$ cat config.mk
export PLATFORM = sky130hd
export DESIGN_NAME = cic_interp
export DESIGN_NICKNAME = d
export VERILOG_FILES = /design/src/rtl/cic_interp_pkg.sv /design/src/rtl/cic_interp_stage.sv /design/src/rtl/cic_interp.sv
export SDC_FILE = /design/constraint.sdc
export NUM_CORES = 1
export LEC_CHECK = 0
export ABC_CLOCK_PERIOD_IN_PS = 4100
export BUFFER_PORTS_ARGS = -buffer_cell sky130_fd_sc_hd__buf_2
export CAP_MARGIN = 20
export CORE_UTILIZATION = 59
export CTS_CLUSTER_DIAMETER = 40
export CTS_CLUSTER_SIZE = 20
export DETAILED_ROUTE_END_ITERATION = 8
export MAX_ROUTING_LAYER = met4
export PLACE_DENSITY = 0.8
export REMOVE_ABC_BUFFERS = 1
export SYNTH_ARGS = -nofsm -noshare
export SYNTH_HDL_FRONTEND = slang
export SYNTH_SLANG_ARGS = --single-unit
$ cat constraint.sdc
create_clock -name clk -period 4.1 [get_ports clk]
set_input_delay 0.205 -clock clk [delete_from_list [all_inputs] [get_ports clk]]
set_output_delay 0.205 -clock clk [all_outputs]
set_load 0.01 [all_outputs]
$ cat src/rtl/cic_interp_pkg.sv
// Shared CIC helpers: legal interpolation factors, rate decode, growth width
// and the round-then-shift normaliser also used by the decimator.
package cic_pkg;

  localparam logic [4:0] R_X1  = 5'd1;
  localparam logic [4:0] R_X2  = 5'd2;
  localparam logic [4:0] R_X4  = 5'd4;
  localparam logic [4:0] R_X8  = 5'd8;
  localparam logic [4:0] R_X16 = 5'd16;

  // Illegal factors decode as R=1.
  function automatic logic [2:0] log2r(input logic [4:0] r);
    case (r)
      R_X1:    return 3'd0;
      R_X2:    return 3'd1;
      R_X4:    return 3'd2;
      R_X8:    return 3'd3;
      R_X16:   return 3'd4;
      default: return 3'd0;
    endcase
  endfunction

  function automatic int unsigned cic_width(input int unsigned dw, input int unsigned q);
    return dw + 4 * q;
  endfunction

  function automatic logic signed [63:0] round_shift(input logic signed [63:0] v,
                                                     input logic [4:0] s);
    logic signed [63:0] rnd;
    if (s == '0) return v;
    rnd = 64'sd1 <<< (s - 5'd1);
    return (v + rnd) >>> s;
  endfunction

endpackage

$ cat src/rtl/cic_interp_stage.sv
// One comb + integrator pair of the CIC interpolator; both wrap modulo 2^W.
module cic_interp_stage
  import cic_pkg::*;
#(
  parameter int unsigned W = 20
) (
  input  logic         clk,
  input  logic         rst_n,
  input  logic         comb_en,
  input  logic         int_en,
  input  logic [W-1:0] comb_in,
  input  logic [W-1:0] int_in,
  output logic [W-1:0] comb_out,
  output logic [W-1:0] int_out
);

  logic [W-1:0] dly;
  logic [W-1:0] acc;

  assign comb_out = comb_in - dly;
  assign int_out  = acc;

  always_ff @(posedge clk or negedge rst_n) begin
    if (!rst_n) begin
      dly <= '0;
      acc <= '0;
    end else begin
      if (comb_en) dly <= comb_in;
      if (int_en)  acc <= acc + int_in;
    end
  end

endmodule

$ cat src/rtl/cic_interp.sv
// CIC interpolator, R in {1,2,4,8,16}, unity DC gain output at clk/TICK_DIV.
// Define CIC_INTERP_SAT_EN to saturate the normalised output instead of wrapping.
module cic_interp
  import cic_pkg::*;
#(
  parameter int unsigned DATA_WIDTH = 16,
  parameter int unsigned Q          = 1,
  parameter int unsigned TICK_DIV   = 3
) (
  input  logic                  clk,
  input  logic                  rst_n,
  input  logic [4:0]            R,
  input  logic [DATA_WIDTH-1:0] in_data,
  input  logic                  in_valid,
  output logic                  in_ready,
  output logic [DATA_WIDTH-1:0] out_data,
  output logic                  out_valid,
  output logic                  underrun
);

  localparam int unsigned     W        = cic_width(DATA_WIDTH, Q);
  localparam int unsigned     CW       = (TICK_DIV > 1) ? $clog2(TICK_DIV) : 1;
  localparam logic [CW-1:0]   CNT_LAST = CW'(TICK_DIV - 1);

  logic [CW-1:0]         cnt;
  logic [3:0]            phase;
  logic [3:0]            phase_last;
  logic [2:0]            lg_l;
  logic [2:0]            lg_in;
  logic                  tick;
  logic                  slot;
  logic [DATA_WIDTH-1:0] x;
  logic [W-1:0]          x_ext;
  logic [W-1:0]          u;
  logic [W-1:0]          i_last;
  logic signed [63:0]    i_ext64;
  logic [4:0]            shamt;
  logic [DATA_WIDTH-1:0] y_next;

  assign tick       = rst_n & (cnt == CNT_LAST);
  assign slot       = tick & (phase == '0);
  assign in_ready   = slot;
  assign underrun   = slot & ~in_valid;
  assign lg_in      = log2r(R);
  assign phase_last = 4'((5'd1 << lg_l) - 5'd1);

  assign x     = in_valid ? in_data : '0;
  assign x_ext = {{(W - DATA_WIDTH){x[DATA_WIDTH-1]}}, x};

  // R is sampled only on an input slot, so a rate change never splits a slot.
  always_ff @(posedge clk or negedge rst_n) begin
    if (!rst_n) begin
      cnt   <= '0;
      phase <= '0;
      lg_l  <= '0;
    end else begin
      cnt <= tick ? '0 : cnt + 1'b1;
      if (slot) begin
        lg_l  <= lg_in;
        phase <= (lg_in == '0) ? 4'd0 : 4'd1;
      end else if (tick) begin
        phase <= (phase == phase_last) ? 4'd0 : phase + 4'd1;
      end
    end
  end

  for (genvar k = 0; k < Q; k++) begin : g_stage
    logic [W-1:0] c_in;
    logic [W-1:0] i_in;
    logic [W-1:0] c_out;
    logic [W-1:0] i_out;

    if (k == 0) begin : g_first
      assign c_in = x_ext;
      assign i_in = u;
    end else begin : g_next
      assign c_in = g_stage[k-1].c_out;
      assign i_in = g_stage[k-1].i_out;
    end

    cic_interp_stage #(.W(W)) u_stage (
      .clk      (clk),
      .rst_n    (rst_n),
      .comb_en  (slot),
      .int_en   (tick),
      .comb_in  (c_in),
      .int_in   (i_in),
      .comb_out (c_out),
      .int_out  (i_out)
    );
  end

  assign u       = slot ? g_stage[Q-1].c_out : '0;
  assign i_last  = g_stage[Q-1].i_out;
  assign i_ext64 = {{(64 - W){i_last[W-1]}}, i_last};
  assign shamt   = 5'((Q - 1) * lg_l);

`ifdef CIC_INTERP_SAT_EN
  localparam logic signed [63:0] Y_MAX = (64'sd1 <<< (DATA_WIDTH - 1)) - 64'sd1;
  localparam logic signed [63:0] Y_MIN = -(64'sd1 <<< (DATA_WIDTH - 1));

  logic signed [63:0] y_full;
  assign y_full = round_shift(i_ext64, shamt);

  always_comb begin
    y_next = DATA_WIDTH'(y_full);
    if (y_full > Y_MAX)      y_next = DATA_WIDTH'(Y_MAX);
    else if (y_full < Y_MIN) y_next = DATA_WIDTH'(Y_MIN);
  end
`else
  assign y_next = DATA_WIDTH'(round_shift(i_ext64, shamt));
`endif

  always_ff @(posedge clk or negedge rst_n) begin
    if (!rst_n) begin
      out_data  <= '0;
      out_valid <= 1'b0;
    end else begin
      out_valid <= tick;
      if (tick) out_data <= y_next;
    end
  end

endmodule
==> results of run 1 <==
logic make-up after synthesis:
group,Yosys count,synth area share (%)
and+or+nand+nor,180,20.4
AOI/OAI and AO/OA,114,19.0
DFF,58,37.4
buffers and inverters,43,4.54
adders and majority gates,36,12.0
xor gates and xnor gates,26,5.87
muxes,3,0.773
Yosys cell counts (3+ instances only):
| cell | number |
|---|---|
| a21oi_2 | 3 |
| inv_1 | 27 |
| clkbuf_1 | 10 |
| xor2_1 | 14 |
| dfrtp_1 | 58 |
| o21a_1 | 7 |
| a21oi_1 | 13 |
| xnor2_1 | 12 |
| o21ai_0 | 41 |
| o31ai_1 | 6 |
| ha_1 | 34 |
| o21ai_1 | 4 |
| a31oi_1 | 5 |
| a21o_1 | 11 |
| nor3_1 | 6 |
| nand4_1 | 3 |
| o41ai_1 | 3 |
| nand2b_1 | 4 |
| nand2_1 | 107 |
| or2_2 | 3 |
| and2_1 | 14 |
| a211oi_1 | 3 |
| mux2i_1 | 3 |
| or3_1 | 3 |
| a21boi_1 | 3 |
| nor2_1 | 26 |
| nor2b_1 | 6 |
critical path, cell delays in order (launching register included):
cell	delay, ps
dfrtp_1	380
ha_1	230
fa_1	390
nor2b_1	180
o21ai_1	110
a21boi_1	140
o21ai_0	120
a21boi_1	260
nor3_1	80
nor3_1	210
ha_1	300
a21oi_1	160
o21ai_0	90
a21oi_1	250
o21ai_0	140
or3_1	330
a21oi_2	140
xor2_1	150
per-layer routing:
metal | track usage [%] | part of all wire [%] | up-vias
met5 | - | 0 | -
met4 | 10.0 | 2.0 | 0
met3 | 4.87 | 3.5 | 18
met2 | 37.9 | 46 | 80
met1 | 30.0 | 48 | 1514
li1 | - | - | 1665
layout by cell type, fill, tap and decap left out, drive strengths merged, types with 12 or more instances in the layout:
cell and n:
and2 14, xor2 14, o21ai 45, a21oi 17
nor2 26, ha 34, xnor2 12, dfrtp 58
buf 50, nand2 107, inv 27
cell type report:
type | count | area (µm²) | share of cell area (%)
multi-input combinational | 359 | 2250 | 51.6
sequential | 58 | 1450 | 33.2
timing repair buffer | 50 | 270 | 6.18
clock buffer | 11 | 151 | 3.46
inverter | 29 | 109 | 2.49
tap | 77 | 96.3 | 2.20
clock inverter | 3 | 40.0 | 0.916
metrics by stage:
stage | setup TNS [ps] | hold WS, ps | power [mW] | util [%]
after CTS | 0 | 59.6 | 2.96 | 68.9
after global placement | 0 | 420 | 2.36 | 65.9
after floorplan | -996 | -90.6 | 2.04 | -
after global routing | 0 | 88.9 | 3.21 | 68.9
final | 0 | 20.5 | 2.95 | 68.9
after detailed placement | 0 | 423 | 2.42 | 65.9
worst max path at each step:
stage	start	to	slack, ps	cells after the start
final	g_stage[0].u_stage.dly[0]	g_stage[0].u_stage.int_out[15]	370	17
after global routing	g_stage[0].u_stage.dly[0]	g_stage[0].u_stage.int_out[15]	6	18
after CTS	g_stage[0].u_stage.dly[0]	g_stage[0].u_stage.int_out[15]	390	18
after detailed placement	in_valid	g_stage[0].u_stage.int_out[15]	210	20
after global placement	in_valid	g_stage[0].u_stage.int_out[15]	340	19
after floorplan	cnt[1]	g_stage[0].u_stage.int_out[15]	-640	15
registers in the layout, summed over array words and instances (netlist names):
signal and flops:
g_stage.u_stage.dly 16, g_stage.u_stage.int_out 16, out_data 16, phase 4, lg_l 3, cnt 2
out_valid 1
power groups by stage:
stage | Sequential, mW | Combinational, mW | Clock [mW]
final | 0.966 | 1.46 | 0.527
after global routing | 0.995 | 1.65 | 0.556
after floorplan | 0.978 | 1.07 | 0
after CTS | 0.968 | 1.46 | 0.533
after detailed placement | 0.976 | 1.44 | 0
after global placement | 0.966 | 1.39 | 0
==> metrics.csv, run 1 <==
metric,value,unit
synthFlopType,dfrtp_1,
ir_drop,0.355,mV
rr_endpoint,g_stage[0].u_stage.int_out[15],
syn_avg_cell_area,8.44,µm²
htree_levels,3,
power_density,675,nW/µm²
synth-seq-cells,58,
die-area,6910,µm²
yosys-top-cells-area,"dfrtp_1, ha_1, nand2_1",
dp.cells,573,
place_hpwl,5.59,mm
maxCapViolCount,0,
drc_errors,0,
grt_pass1_vias,3066,
leakagePower,2.24,nW
grt-ovfl-total,0,
critPathMaxFanout,4,
rows,29,
grt_max_degree,60,
drive_above_1_share,14.5,%
postCtsSetupRepairBufs,0,
status,finished clean,
yosysWarnings,0,
clkSinkCount,58,
cts_hold_buf,0,
detail_route.wl_per_cell,13.0,µm
root_buffer,clkbuf_8,
clock_power_share,17.8,%
io_pins,43,
synth_top_cell_by_area,dfrtp_1,
critPathLaunchType,flip-flop,
synthToLayoutAreaGrowth,12.6,%
vias_per_cell,5.58,
drt-total-wl,7.64,mm
worst_clock_skew,11.7,ps
netlist_area,3880,µm²
final_area,4370,µm²
finalCritPeriodShare,91.1,%
fin_ws,366,ps
grt_pass1_wl,13.2,mm
holdCritPathClass,input pin to async pin,
worstMarginPinSlew,723,ps
r2r_start,g_stage[0].u_stage.dly[0],
drt-initial-drc-count,180,
cts_max_path_buffers,2,
slew_headroom,51.8,%
diodes,0,
grt_use_total,23.9,%
numCtsBuffers,9,
crit_required,4360,ps
comb_power_share,49.5,%
place_area,4180,µm²
switching_share,41.5,%
finalSetupViolCount,0,
pre_cts_ws,208,ps
rsz0062_at_grt,no,
cts_tree,done,
r2r_slack,370,ps
netlist_instances,460,
pwr-share-seq,32.7,%
stdcell_count,587,
finalWeightedCongestion,0.942,
vias,3277,
synthDistinctLibCells,50,
cts_resized,0,
yosysSeqAreaShare,37.4,%
synthDominantCellAreaShare,37.4,%
ant_nets,0,
worst_setup_path_end_kind,flip-flop,
intPower,1.73,mW
clk_latency,340,ps
core_area,6350,µm²
synthArstFlopShare,100,%
drv_slew,0,
path_clk_slew,60,ps
crit_arrival,3990,ps
start_util,61.1,%
synth-edff-count,0,
period_needed,3730,ps
drt_pass1_iterations,5,
num-nets-final,567,
fillers,512,
dieWidth,83.1,µm
chipHeight,83.1,µm
hold_violations,0,
io_buffers,42,
max_freq,268,MHz
antenna_found_initial,0,
crit_type,flip-flop to flip-flop,
reg2reg_depth,17,
power.switching,1.22,mW
No activity file was read; power rests on OpenSTA's default activity.
==> run 2, diff against run 1 <==
PLACE_DENSITY = 0.82   (was 0.8)
==> run 2 against run 1 <==
Combinational power is essentially flat. Wire length increased by 3.9%. Non-clock buffer count is 1 lower. Count of clock-buffer cells in the layout unchanged. Utilization grew 0.37 points. Critical path depth increased by 2.
==> metrics.csv, run 2 (synthesis gave the netlist of run 1 again) <==
metric,value,unit,change
worstMarginPinSlew,734,ps,+10.9 ps
numCtsBuffers,9,,unchanged
finalSetupViolCount,0,,unchanged
max_freq,267,MHz,-0.45%
r2r_slack,350,ps,-20 ps
worst_setup_path_end_kind,flip-flop,,
vias,3239,,-1.2%
finalCritPeriodShare,91.5,%,+0.41 points
cts_resized,0,,unchanged
cts_tree,done,,
io_pins,43,,unchanged
holdCritPathClass,input pin to async pin,,
final_common_cell,nand2_1,,
num-nets-final,566,,-0.18%
cp_slowest_cell,fa_1,,
stdcell_count,588,,+0.17%
grt-ovfl-total,0,,unchanged
ant_nets,0,,unchanged
io_buffers,42,,unchanged
drt_pass1_iterations,4,,-1
rows,29,,unchanged
cts_hold_buf,0,,unchanged
reg2reg_depth,19,,+2
dieWidth,83.1,µm,unchanged
r2r_start,g_stage[0].u_stage.dly[0],,
crit_type,flip-flop to flip-flop,,
power_density,689,nW/µm²,+2.1%
leakagePower,2.25,nW,+0.21%
maxCapViolCount,0,,unchanged
htree_levels,3,,unchanged
dp.cells,572,,-0.17%
crit_arrival,4010,ps,+20 ps
core_area,6350,µm²,unchanged
grt_pass1_vias,3187,,+3.9%
period_needed,3750,ps,+16.8 ps
worst_clock_skew,11.2,ps,-0.446 ps
grt_pass1_wl,13.8,mm,+5.2%
ir_drop,0.358,mV,+0.85%
path_clk_slew,70,ps,about the same
status,finished clean,,
critPathLaunch,g_stage[0].u_stage.dly[0],,
drt-initial-drc-count,184,,+2.2%
root_buffer,clkbuf_8,,
grt_max_degree,60,,unchanged
critPathMaxFanout,3,,-1
drv_slew,0,,unchanged
die-area,6910,µm²,unchanged
path_cells,ha_1 -> fa_1 -> nor2b_1 -> o21ai_1 -> a21boi_1 -> o21ai_0 -> a21boi_1 -> o41ai_1 -> xnor2_1 -> and2_1 -> ha_1 -> a21o_1 -> a21oi_1 -> nor2_1 -> nor2_1 -> o21ai_0 -> or3_1 -> a21oi_2 -> xor2_1,,
slew_headroom,51.1,%,-0.73 points
holdWs,20.2,ps,-0.331 ps
critPathMaxStageDelay,390,ps,about the same
endpoint,g_stage[0].u_stage.int_out[15],,
cts_max_path_buffers,2,,unchanged
diodes,0,,unchanged
place_hpwl,5.79,mm,+3.6%
utilization,69.2,%,+0.37 points
clkSinkCount,58,,unchanged
antenna_found_initial,0,,unchanged
crit_required,4360,ps,about the same
chipHeight,83.1,µm,unchanged
layout_common_cells,"nand2_1, dfrtp_1, buf_2, o21ai_0, ha_1",,
drt-total-wl,7.93,mm,+3.9%
grt_use_total,25.3,%,+1.4 points
rr_endpoint,g_stage[0].u_stage.int_out[15],,
fin_ws,349,ps,-16.8 ps
hold_violations,0,,unchanged
critPathLaunchType,flip-flop,,
start_util,61.1,%,unchanged
synthToLayoutAreaGrowth,13.2,%,
vias_per_cell,5.51,,-1.3%
finalWeightedCongestion,0.970,,+3.0%
clk_latency,340,ps,about the same
drc_errors,0,,unchanged
drive_above_1_share,14.7,%,+0.17 points
postCtsSetupRepairBufs,0,,unchanged
pre_cts_ws,178,ps,-29.8 ps
detail_route.wl_per_cell,13.5,µm,+3.7%
==> run 2: cell count changes in the layout (fill, tap and decap cells not counted) <==
cell	change
a21oi_2	+1
clkbuf_8	-1
clkbuf_1	+1
buf_4	-1
clkinvlp_4	+1
a21oi_1	-1
bufinv_16	+1
==> run 2: worst max-delay path: cells and delay by family (launching register included) <==
| family | cells | cell delay (ps) |
|---|---|---|
| compound gates | 9 | 1340 |
| simple gates | 5 | 780 |
| xor+xnor | 2 | 270 |
| flops | 1 | 380 |
| fa+ha+maj | 3 | 910 |
==> run 2: per-stage QoR <==
| stage | setup TNS [ps] | cell area, µm² | total power, mW |
|---|---|---|---|
| finish | 0 | 4400 | 3.03 |
| global route | -21.1 | 4400 | 3.28 |
| CTS | 0 | 4390 | 3.04 |
| detailed placement | 0 | 4170 | 2.43 |
| global placement | 0 | 4170 | 2.35 |
| floorplan | -996 | 3810 | 2.04 |
==> run 2: power breakdown <==
group	switching [mW]	internal, mW
logic	0.863	0.613
clock network	0.228	0.357
registers	0.160	0.809
total	1.25	1.78
==> run 2: per-layer routing <==
layer	part of all wire, %	global-route usage [%]	vias up
li1	-	-	1658
met1	47	31.5	1477
met2	47	40.4	79
met3	3.5	4.67	25
met4	2.7	11.6	0
met5	0	-	-
==> run 2: area by class of cell <==
class / count / area (µm²)
flip-flops and latches: 58 / 1450
fillers: 499 / 1950
inverters: 29 / 109
multi-input cells: 359 / 2260
repair buffers: 49 / 263
clock inverters: 5 / 77.6
clock buffers: 11 / 141
well taps: 77 / 96.3
==> run 2: worst min-delay path by stage <==
stage                      from        end  slack, ps
after CTS                 rst_n  out_valid         50
final                     rst_n  out_valid         20
after global placement    rst_n  out_valid        410
after floorplan           rst_n     cnt[0]        -90
after detailed placement  rst_n  out_valid        410
after global routing       R[0]    lg_l[2]         90
